File: src/rtl/tx_sched_pkg.sv
// Shared constants for the transmit word scheduler: source count, select width, FSM encodings.
package tx_sched_pkg;

  localparam int unsigned N_SRC = 16;
  localparam int unsigned SEL_W = 4;
  localparam int unsigned ST_W  = 2;

  localparam logic [ST_W-1:0] ST_IDLE = 2'd0;
  localparam logic [ST_W-1:0] ST_SEND = 2'd1;
  localparam logic [ST_W-1:0] ST_ACK  = 2'd2;

endpackage : tx_sched_pkg

File: src/rtl/rr_pick16.sv
// Round-robin picker: first eligible index after 'last', wrapping 15 -> 0.
module rr_pick16
  import tx_sched_pkg::*;
(
  input  logic [N_SRC-1:0] eligible,
  input  logic [SEL_W-1:0] last,
  output logic             found,
  output logic [SEL_W-1:0] idx
);

  logic [SEL_W-1:0] cand;

  // Scan from the farthest offset down so the nearest eligible index after 'last' is written last.
  always_comb begin
    found = 1'b0;
    idx   = '0;
    cand  = '0;
    for (int k = int'(N_SRC); k >= 1; k--) begin
      cand = last + SEL_W'(k);
      if (eligible[cand]) begin
        found = 1'b1;
        idx   = cand;
      end
    end
  end

endmodule : rr_pick16

File: src/rtl/tx_word_scheduler.sv
// Schedules one word at a time from 16 sources onto a single transmitter using round-robin
// arbitration; drives the external mux select, handshakes with the transmitter and
// returns a one-cycle ack to the source whose word was taken.
module tx_word_scheduler
  import tx_sched_pkg::*;
#(
  parameter int unsigned CNT_W = 16
) (
  input  logic             clk,
  input  logic             rst,
  input  logic [N_SRC-1:0] req,
  input  logic [N_SRC-1:0] mask,
  input  logic             tx_ready,
  output logic [SEL_W-1:0] sel,
  output logic             tx_valid,
  output logic [N_SRC-1:0] ack,
  output logic             busy,
  output logic [CNT_W-1:0] xfer_count
);

  logic [ST_W-1:0]  state_q, state_d;
  logic [SEL_W-1:0] sel_q, sel_d;
  logic [SEL_W-1:0] last_q, last_d;
  logic             tx_valid_q, tx_valid_d;
  logic [N_SRC-1:0] ack_q, ack_d;
  logic             busy_q, busy_d;
  logic [CNT_W-1:0] cnt_q, cnt_d;

  logic             pick_found;
  logic [SEL_W-1:0] pick_idx;
  logic             accept;

  rr_pick16 u_pick (
    .eligible (req & mask),
    .last     (last_q),
    .found    (pick_found),
    .idx      (pick_idx)
  );

  assign accept = tx_valid_q & tx_ready;

  // Next-state, select/priority bookkeeping, and registered output decode.
  always_comb begin
    state_d    = state_q;
    sel_d      = sel_q;
    last_d     = last_q;
    cnt_d      = cnt_q;
    tx_valid_d = 1'b0;
    ack_d      = '0;
    busy_d     = 1'b0;

    case (state_q)
      ST_IDLE: begin
        if (pick_found) begin
          sel_d   = pick_idx;
          state_d = ST_SEND;
        end
      end
      ST_SEND: begin
        // Word is committed: only acceptance moves us on, req/mask changes are ignored.
        if (accept) begin
          state_d = ST_ACK;
          last_d  = sel_q;
          cnt_d   = (cnt_q == {CNT_W{1'b1}}) ? cnt_q : cnt_q + CNT_W'(1);
        end
      end
      ST_ACK: begin
        state_d = ST_IDLE;
      end
      default: begin
        state_d = ST_IDLE;
      end
    endcase

    tx_valid_d = (state_d == ST_SEND);
    busy_d     = (state_d != ST_IDLE);
    if (state_d == ST_ACK) begin
      ack_d[sel_d] = 1'b1;
    end
  end

  // State and output registers; reset gives source 0 first priority.
  always_ff @(posedge clk or posedge rst) begin
    if (rst) begin
      state_q    <= ST_IDLE;
      sel_q      <= '0;
      last_q     <= SEL_W'(N_SRC - 1);
      tx_valid_q <= 1'b0;
      ack_q      <= '0;
      busy_q     <= 1'b0;
      cnt_q      <= '0;
    end else begin
      state_q    <= state_d;
      sel_q      <= sel_d;
      last_q     <= last_d;
      tx_valid_q <= tx_valid_d;
      ack_q      <= ack_d;
      busy_q     <= busy_d;
      cnt_q      <= cnt_d;
    end
  end

  assign sel        = sel_q;
  assign tx_valid   = tx_valid_q;
  assign ack        = ack_q;
  assign busy       = busy_q;
  assign xfer_count = cnt_q;

endmodule : tx_word_scheduler
File: config.mk
export PLATFORM = sky130hd
export DESIGN_NAME = tx_word_scheduler
export DESIGN_NICKNAME = d
export VERILOG_FILES = /design/src/rtl/tx_sched_pkg.sv /design/src/rtl/rr_pick16.sv /design/src/rtl/tx_word_scheduler.sv
export SDC_FILE = /design/constraint.sdc
export NUM_CORES = 1
export LEC_CHECK = 0
export ABC_CLOCK_PERIOD_IN_PS = 4600
export CAP_MARGIN = 20
export CORE_AREA = 2 2 92 94
export DETAILED_ROUTE_END_ITERATION = 6
export DIE_AREA = 0 0 94 96
export PLACE_DENSITY = 0.87
export SLEW_MARGIN = 15
export SYNTH_ARGS = -nofsm -noshare
export SYNTH_HDL_FRONTEND = slang
export SYNTH_SLANG_ARGS = --single-unit
File: constraint.sdc
create_clock -name clk -period 4.6 [get_ports clk]
set_input_delay 0.69 -clock clk [delete_from_list [all_inputs] [get_ports clk]]
set_output_delay 0.69 -clock clk [all_outputs]
set_load 0.05 [all_outputs]
==> impl_metrics.csv <==
group,metric,value,unit
yosys,syn_nets,486,
global_route,global_route.usage.total,0.272,
routing,dr.first_iter.drc_count,516,
global_route,grt_pass1_wl,19100,um
timing,timing.fmax,232,MHz
cts,numClockSinks,44,
place,place.port_buffers,72,
cts,cts-htree-levels,2,
final_layout,antenna_cells,0,
routing,drt_pre_antenna_iters,6,
setup_path,cpMostUsedCell,"sky130_fd_sc_hd__nor3_2",
run,drv_cap,0,
final_layout,layout-drive-gt1-share,0.204,
cts,cts.repair.resized,0,
yosys,synthesis.area_per_instance,9.63,um2
routing,viasPerCell,6.50,
cts,max-clock-path-buffers,2,
setup_path,timing.critical_path.slowest_cell_delay,800,ps
hold_path,min-delay-path-class,"flop to flop",
cts,insertion_delay,300,ps
cts,cts_setup_buffers,0,
yosys,syn_inst,443,
floorplanning,start_util,0.530,
yosys,asyncSetResetFlopFracSynth,1.00,
yosys,ys_types,78,
timing,worst_slew_margin_rel,0.366,
cts,clkSlewWorstSetupHoldPaths,80,ps
timing,clock_skew,2.50,ps
routing,postRouteWirelength,12300,um
routing,drtAntennaViolNets,0,
setup_path,timing.critical_path.to_type,"flop",
timing,period_share,0.937,
cts,cts_inserted_buffers,5,
global_route,first_global_vias,3756,
floorplanning,boundaryPins,73,
floorplanning,die_area,9020,um2
setup_path,start_kind,"flop",
routing,avgRoutedWirePerCell,19.5,um
global_route,antenna_violations_before_repair,0,
yosys,synth-seq-area-share,0.259,
setup_path,path_class,"flop to flop",
timing,setup_viol_count_final,0,
cts,cts-root-buf,"sky130_fd_sc_hd__clkbuf_8",
yosys,post-synth-top-area-cell,"sky130_fd_sc_hd__dfrtp_1",
setup_path,crit_path_cell_trace,"clkinv_1, buf_4, ha_1, nand2_1, o22ai_1, nand2b_1, or4b_1, nor3_2, a311oi_2, mux2i_1, a31o_1, buf_12, inv_6, nor3_2",
yosys,ys_top_cells_by_area,"sky130_fd_sc_hd__dfrtp_1 23%, sky130_fd_sc_hd__mux4_2 16%, sky130_fd_sc_hd__nand2_1 4.8%",
timing,worst_slew_pin_slew,943,ps
setup_path,timing.critical_path.max_delay_family,"compound AO/OA/AOI/OAI gates",
timing,fin_tns_setup,0,ps
timing,rsz0062_at_grt,"no",
final_layout,area_growth_syn_to_layout,23.6,%
global_route,grt_remaining_overflow,0,
timing,post-route-min-period,4310,ps
yosys,yosysMostFrequentCell,"sky130_fd_sc_hd__nand2_1",
setup_path,critical_path_slowest_stage_cell,"sky130_fd_sc_hd__a311oi_2",
yosys,netlist_area,4270,um2
yosys,synth.top_cells.by_count,"55 x sky130_fd_sc_hd__nand2_1, 40 x sky130_fd_sc_hd__dfrtp_1, 34 x sky130_fd_sc_hd__o21ai_0",
global_route,grt_start_max_net_pins,46,
floorplanning,placementRows,33,
final_layout,fin_nets,566,
setup_path,worstPathBufferInverterCount,4,
timing,final-max-slew-violation-count,0,
place,detailed_place_hpwl,9360,um
routing,post-route-drc-count,0,
cts,cts_hold_buf,0,
run_status,result_of_the_run,"complete, no violations",
yosys,flip_flop_and_latch_count_after_synthesis,44,
place,place.gp.congestion,1.01,
routing,detailroute.via_count,4088,
setup_path,path_max_fanout,18,
yosys,ys_dominant_reg_cell,"sky130_fd_sc_hd__dfrtp_1",
timing,finalHoldViolCount,0,
yosys,synth_edf_count,0,
setup_path,worst-endpoint-arrival,4530,ps
floorplanning,fp.dieW,94,um
floorplanning,die_y,96,um
cts,tritoncts,"yes",
yosys,synth-warning-count,0,
setup_path,required,4820,ps
floorplanning,core_area,8050,um2
yosys,synthDominantCellAreaShare,0.235,
## placed cells by master (no fill, tap or decap), types with 5 or more instances in the layout
cell,netlist,layout
sky130_fd_sc_hd__ha_1,8,8
sky130_fd_sc_hd__xor2_1,8,8
sky130_fd_sc_hd__nand2_1,55,55
sky130_fd_sc_hd__nor2_1,21,21
sky130_fd_sc_hd__clkbuf_8,0,5
sky130_fd_sc_hd__nand4_1,8,8
sky130_fd_sc_hd__nand3_1,23,23
sky130_fd_sc_hd__clkdlybuf4s50_1,0,72
sky130_fd_sc_hd__o21ai_0,34,34
sky130_fd_sc_hd__dfrtp_1,40,40
sky130_fd_sc_hd__buf_4,3,21
sky130_fd_sc_hd__mux2i_1,15,15
sky130_fd_sc_hd__mux4_2,31,31
sky130_fd_sc_hd__nand2b_1,7,7
sky130_fd_sc_hd__a21oi_1,14,14
sky130_fd_sc_hd__xnor2_1,15,15
sky130_fd_sc_hd__nor3_1,7,7
sky130_fd_sc_hd__and2_1,6,6
sky130_fd_sc_hd__nor3_2,17,17
sky130_fd_sc_hd__inv_1,8,8
sky130_fd_sc_hd__o22ai_1,7,7
## per-stage QoR
step | utilization | setup WS, ps | cell area [um2] | cells | hold WS (ps)
global route | 0.655 | 91.1 | 5270 | 629 | 510
CTS | 0.655 | 361 | 5270 | 629 | 491
finish | 0.655 | 288 | 5270 | 629 | 488
detailed placement | 0.641 | 246 | 5160 | 621 | 479
global placement | 0.641 | 406 | 5160 | 621 | 475
floorplan | - | 562 | 4270 | 443 | 594
## path summary, 6_finish.rpt
path / startpoint / endpoint / slack, ps / depth (start not counted)
min in group asynchronous: rst / ack[12] / 830 / 3
max in group asynchronous: rst / last_q[0] / 3400 / 3
min: xfer_count[9] / xfer_count[9] / 490 / 1
max reg2reg: last_q[2] / ack[8] / 290 / 14
min reg2reg: xfer_count[9] / xfer_count[9] / 490 / 1
max: last_q[2] / ack[8] / 290 / 14
## metal layers
metal,track usage,up-vias,share of wire
li1,-,1849,-
met1,0.382,1955,0.40
met2,0.423,249,0.46
met3,0.0689,35,0.11
met4,0.0688,0,0.026
met5,0,-,0
## worst register-to-register path, stage by stage, from the launching register on
cell,delay (ps)
sky130_fd_sc_hd__dfstp_2,750
sky130_fd_sc_hd__clkinv_1,150
sky130_fd_sc_hd__buf_4,210
sky130_fd_sc_hd__ha_1,740
sky130_fd_sc_hd__nand2_1,130
sky130_fd_sc_hd__o22ai_1,270
sky130_fd_sc_hd__nand2b_1,200
sky130_fd_sc_hd__or4b_1,140
sky130_fd_sc_hd__nor3_2,40
sky130_fd_sc_hd__a311oi_2,800
sky130_fd_sc_hd__mux2i_1,260
sky130_fd_sc_hd__a31o_1,170
sky130_fd_sc_hd__buf_12,150
sky130_fd_sc_hd__inv_6,70
sky130_fd_sc_hd__nor3_2,160
## state kept, by name, indices dropped and copies added (netlist names)
name        count
state_q         2
sel             4
busy            1
last_q          4
tx_valid        1
ack            16
xfer_count     16
## cell type report
cell class / count / area, um2
sequential: 44 / 1110
multi-input combinational: 363 / 2960
tap: 105 / 131
clock buffer: 5 / 68.8
fill: 638 / 2780
clock inverter: 3 / 42.5
timing repair buffer: 94 / 898
inverter: 15 / 66.3
## cell families after synthesis
| group | after synthesis | share of synthesized area |
|---|---|---|
| AO/OA/AOI/OAI | 100 | 0.155 |
| XOR/XNOR | 26 | 0.0587 |
| adder cells (fa/ha/maj) | 8 | 0.0235 |
| buffers and inverters | 36 | 0.0472 |
| flip-flops | 44 | 0.259 |
| multiplexers | 56 | 0.232 |
| AND/OR/NAND/NOR | 173 | 0.225 |
Power is not shown: default switching activity piles up to over one toggle a cycle in this logic, so the estimate is an artifact.
==> RTL change 1: new RTL, config.mk and constraints unchanged <==
The parameter `CNT_W` goes from 16 to 24.
--- a/src/rtl/tx_word_scheduler.sv
+++ b/src/rtl/tx_word_scheduler.sv
@@ -6,3 +6,3 @@
 #(
-  parameter int unsigned CNT_W = 16
+  parameter int unsigned CNT_W = 24
 ) (
Ports: changed (resized xfer_count); port bits go from 73 to 81. The function was not compared with the original's and may differ.
==> RTL change 1 against the original RTL <==
  * Via count rose by 11%
  * Design area rose by 9.3%
  * Routed wire length rose by 15%
  * Area after synthesis rose by 9.2%
  * Non-clock buffer count rose by 13
  * Sequential cell count rose by 8
  * Setup slack got worse by 0.12 ns
  * Critical path type unchanged
Power is not shown: default switching activity piles up to over one toggle a cycle in this logic, so the estimate is an artifact.
==> RTL change 1: results (changes against the original RTL) <==
Fin Clk Skew 0.0105 ns (was 0.00250 ns); Hold Crit Class reg2reg (unchanged); TritonCTS buffer count 5 (unchanged); DR vias 4,547 (was 4,088); synth warn 0 (unchanged); drt initial violations 448 (was 516); DP HPWL 11.0 mm (was 9.36 mm); Synth Area in Compound Gates 0.177 (was 0.155); total track usage 0.323 (was 0.272); top post-synthesis cells by count nand2_1, dfrtp_1, nand3_1, nor2_1, mux4_2 (was nand2_1, dfrtp_1, o21ai_0, mux4_2, nand3_1); largest net degree at the start of global routing 53 (was 46); status finished, final reports clean (unchanged); CP Data Arrival Time 4.65 ns (was 4.53 ns); post-cts resize count 0 (unchanged); Clock Latency Late Sink 0.31 ns; post-CTS setup buffer count 0 (unchanged); final setup vio count 0 (unchanged); post-synthesis mux area share 0.194 (was 0.232); first-pass detailed-route iteration total 5 (was 6); antenna violations before repair 0 (unchanged); post-synthesis sequential area ratio 0.280 (was 0.259); Crit Path Max Fanout 10 (was 18); first-pass GRT wire length 22.5 mm (was 19.1 mm); vias in the first global route 4,321 (was 3,756); top cells by area, synth dfrtp_1, mux4_2, nand2_1, xnor2_1, nand3_1 (was dfrtp_1, mux4_2, nand2_1, nor3_2, o21ai_0); Bufs on Longest Clock Path 2 (unchanged); Root Buffer clkbuf_8 (unchanged); Yosys cell types 75 (was 78); H-tree Lvls 2 (unchanged); max reg flops 24; Post-synth ARST share 1.00 (unchanged); post-synthesis xor/xnor area fraction 0.0730 (was 0.0587); final net count 637 (was 566); WL final 14.1 mm (was 12.3 mm); port bufs 80 (was 72); clock-pin slew on the worst setup and hold paths 0.10 ns (was 0.08 ns); n_diodes 0 (unchanged); Post-Syn Nets 545 (was 486); Synth Area in Adders 0.0215 (was 0.0235); Post-Place Cell Area 0.00565 mm² (was 0.00516 mm²); relative slew slack 0.382 (was 0.366); RePlAce Congestion 1.01 (about the same); share of cells above drive strength 1 0.165 (was 0.204)
-- RTL change 1: cell count changes in the layout (fill, tap and decap cells not counted), sizes merged, moves of 7 or more --
cell,delta
clkdlybuf4s50,+8
dfrtp,+8
nand2,+18
nand3,+15
nor2,+12
nor3,-17
o21ai,-7
xnor2,+8
-- RTL change 1: cells by family (layout without fill, tap and decap cells) --
| logic type | after synthesis | count (layout) |
|---|---|---|
| simple gates | 201 | 201 |
| compound gates | 113 | 113 |
| fa+ha+maj | 8 | 8 |
| flops | 52 | 52 |
| xor+xnor | 38 | 38 |
| buf+inv | 38 | 131 |
| mux | 52 | 52 |
-- RTL change 1: through the flow --
step / utilization / setup slack [ns] / cells / hold WS (ns)
3_3_place_gp: 0.702 / 0.379 / 691 / 0.472
4_1_cts: 0.713 / 0.272 / 699 / 0.503
2_1_floorplan: - / 0.238 / 502 / 0.595
6_report: 0.716 / 0.169 / 700 / 0.506
5_1_grt: 0.716 / 0.0503 / 700 / 0.524
3_5_place_dp: 0.702 / 0.303 / 691 / 0.488
-- RTL change 1: critical path, stage by stage (launching register included) --
cell,delay (ns)
dfstp_2,0.62
inv_2,0.17
ha_1,0.36
xnor2_1,0.56
mux4_2,0.41
mux2_2,0.37
mux2_2,0.34
mux2i_1,0.13
a32o_1,0.25
a211o_1,0.30
a311o_2,0.43
o22ai_2,0.19
nor3b_1,0.22
-- RTL change 1: final timing paths --
kind,cells after the start,slack (ns),end,startpoint
worst max-delay path,12,0.17,ack[10],last_q[0]
worst min-delay path,1,0.51,xfer_count[15],xfer_count[15]
worst max register to register,12,0.17,ack[10],last_q[0]
worst min register to register,1,0.51,xfer_count[15],xfer_count[15]
max in group asynchronous,3,3.26,last_q[0],rst
min in group asynchronous,2,0.74,tx_valid,rst
-- RTL change 1: area by class of cell --
class,instances,area (µm²)
Clock buffer,6,72.6
Clock inverter,2,16.3
Sequential cell,52,1310
Tap cell,105,131
Inverter,16,60.1
Multi-Input combinational cell,412,3160
Timing Repair Buffer,107,1020
Fill cell,627,2290
-- RTL change 1: per-layer routing --
| layer | up-vias | share of wire | track usage |
|---|---|---|---|
| met5 | - | 0 | 0 |
| met1 | 2216 | 0.41 | 0.455 |
| met3 | 39 | 0.093 | 0.0634 |
| met4 | 0 | 0.024 | 0.0906 |
| li1 | 2061 | - | - |
| met2 | 231 | 0.47 | 0.511 |
==> RTL change 2: new RTL, config.mk and constraints unchanged <==
Made on the original files. Register the output `xfer_count` once more; this adds one clock of latency there. The other outputs are not delayed to match.
--- a/src/rtl/tx_word_scheduler.sv
+++ b/src/rtl/tx_word_scheduler.sv
@@ -106,3 +106,5 @@
   assign busy       = busy_q;
-  assign xfer_count = cnt_q;
+  always_ff @(posedge clk) begin
+    xfer_count <= cnt_q;
+  end
 
Formal check against the unedited RTL: not equivalent (Yosys sat finds a counterexample within 4 cycles, from zero or initial values and one cycle with rst high).
==> RTL change 2 against the original RTL <==
  * Global-route usage rose by 8.6 points
  * Sequential cell count up 16
  * Sequential share of layout area is 3.1 points higher
  * Die area unchanged
  * Setup slack got worse by 0.027 ns
  * Worst hold slack lost 0.071 ns
  * Routed wire length grew 26%
  * Area after synthesis is 13% higher
  * Synthesized cell count rose by 8.6%
  * Design area up 12%
Power is left out: the tool's default activity adds up to more than one toggle a clock period on the data nets, which glitch-free logic cannot reach.
==> RTL change 2: results (changes against the original RTL) <==
DR vias 4,636 (was 4,088); DP HPWL 11.7 mm (was 9.36 mm); post-synthesis sequential area ratio 0.295 (was 0.259); vias in the first global route 4,399 (was 3,756); CP Data Arrival Time 4.55 ns (was 4.53 ns); gate count of the mapped netlist 481 (was 443); H-tree Lvls 3 (was 2); hold_ws 0.417 ns (was 0.488 ns); multi-input gate share of total cell area 0.530 (was 0.561); top cells by area, synth dfrtp_1, mux4_2, dfxtp_1, nand2_1, xnor2_1 (was dfrtp_1, mux4_2, nand2_1, nor3_2, o21ai_0); routed len/inst 22.6 µm (was 19.5 µm); dpl cells 666 (was 621); status finished, final reports clean (unchanged); relative slew slack 0.537 (was 0.366); Critical Path Sink ack[15] (was ack[8]); first-pass GRT wire length 24.3 mm (was 19.1 mm); Signal buf overhead 0.162 (was 0.170); CTS sink count 60 (was 44); share of cells above drive strength 1 0.206 (was 0.204); WL final 15.4 mm (was 12.3 mm); Fin Clk Skew 0.00971 ns (was 0.00250 ns); first-pass detailed-route iteration total 5 (was 6); Clock Network Area Fraction 0.0338 (was 0.0211); Min-Delay Path Depth 0 (was 1); drt initial violations 510 (was 516); crit path from last_q[1] (was last_q[2]); Post-Place Cell Area 0.00572 mm² (was 0.00516 mm²); top post-synthesis cells by count nand2_1, dfrtp_1, nor2_1, nand3_1, mux4_2 (was nand2_1, dfrtp_1, o21ai_0, mux4_2, nand3_1); #MultiIn Comb 384 (was 363); clock-pin slew on the worst setup and hold paths 0.07 ns; Post-Syn Area 0.00483 mm² (was 0.00427 mm²); Fillers 582 (was 638); reg2reg setup slack 0.26 ns (was 0.29 ns); min-delay src cnt_q[1] (was xfer_count[9]); Non-clk bufs 102 (was 94); Slowest cell on crit path ha_1 (was a311oi_2); Clock Latency Late Sink 0.35 ns (was 0.30 ns); Crit Path Max Fanout 9 (was 18); Post-synth ARST share 0.733 (was 1.00); Crit path largest cell delay 0.69 ns (was 0.80 ns); worst reg2reg path depth 12 (was 14); Post-Syn Nets 524 (was 486); hold path endpoint xfer_count[1] (was xfer_count[9]); total track usage 0.357 (was 0.272)
## RTL change 2: changes by cell type in the layout (fill, tap and decap cells not counted), sizes merged, moves of 6 or more
cell	unedited run	this run
nand3	23	29
mux2i	19	13
mux4	31	25
dfxtp	0	16
o21ai	36	29
o2111ai	3	11
buf	22	30
nand2	55	49
nor2	21	32
## RTL change 2: cells by family (layout without fill, tap and decap cells)
group / after synthesis / in the layout / share of synthesized area
compound gates: 125 / 125 / 0.197
xor+xnor: 29 / 29 / 0.0650
fa+ha+maj: 8 / 8 / 0.0207
buf+inv: 37 / 133 / 0.0557
flops: 60 / 60 / 0.295
mux: 45 / 45 / 0.169
simple gates: 177 / 177 / 0.198
## RTL change 2: routing by layer
metal / routed length [µm] / global-route usage
met1: 6360 / 0.502
met2: 7140 / 0.541
met3: 1610 / 0.104
met4: 337 / 0.100
met5: 0 / 0
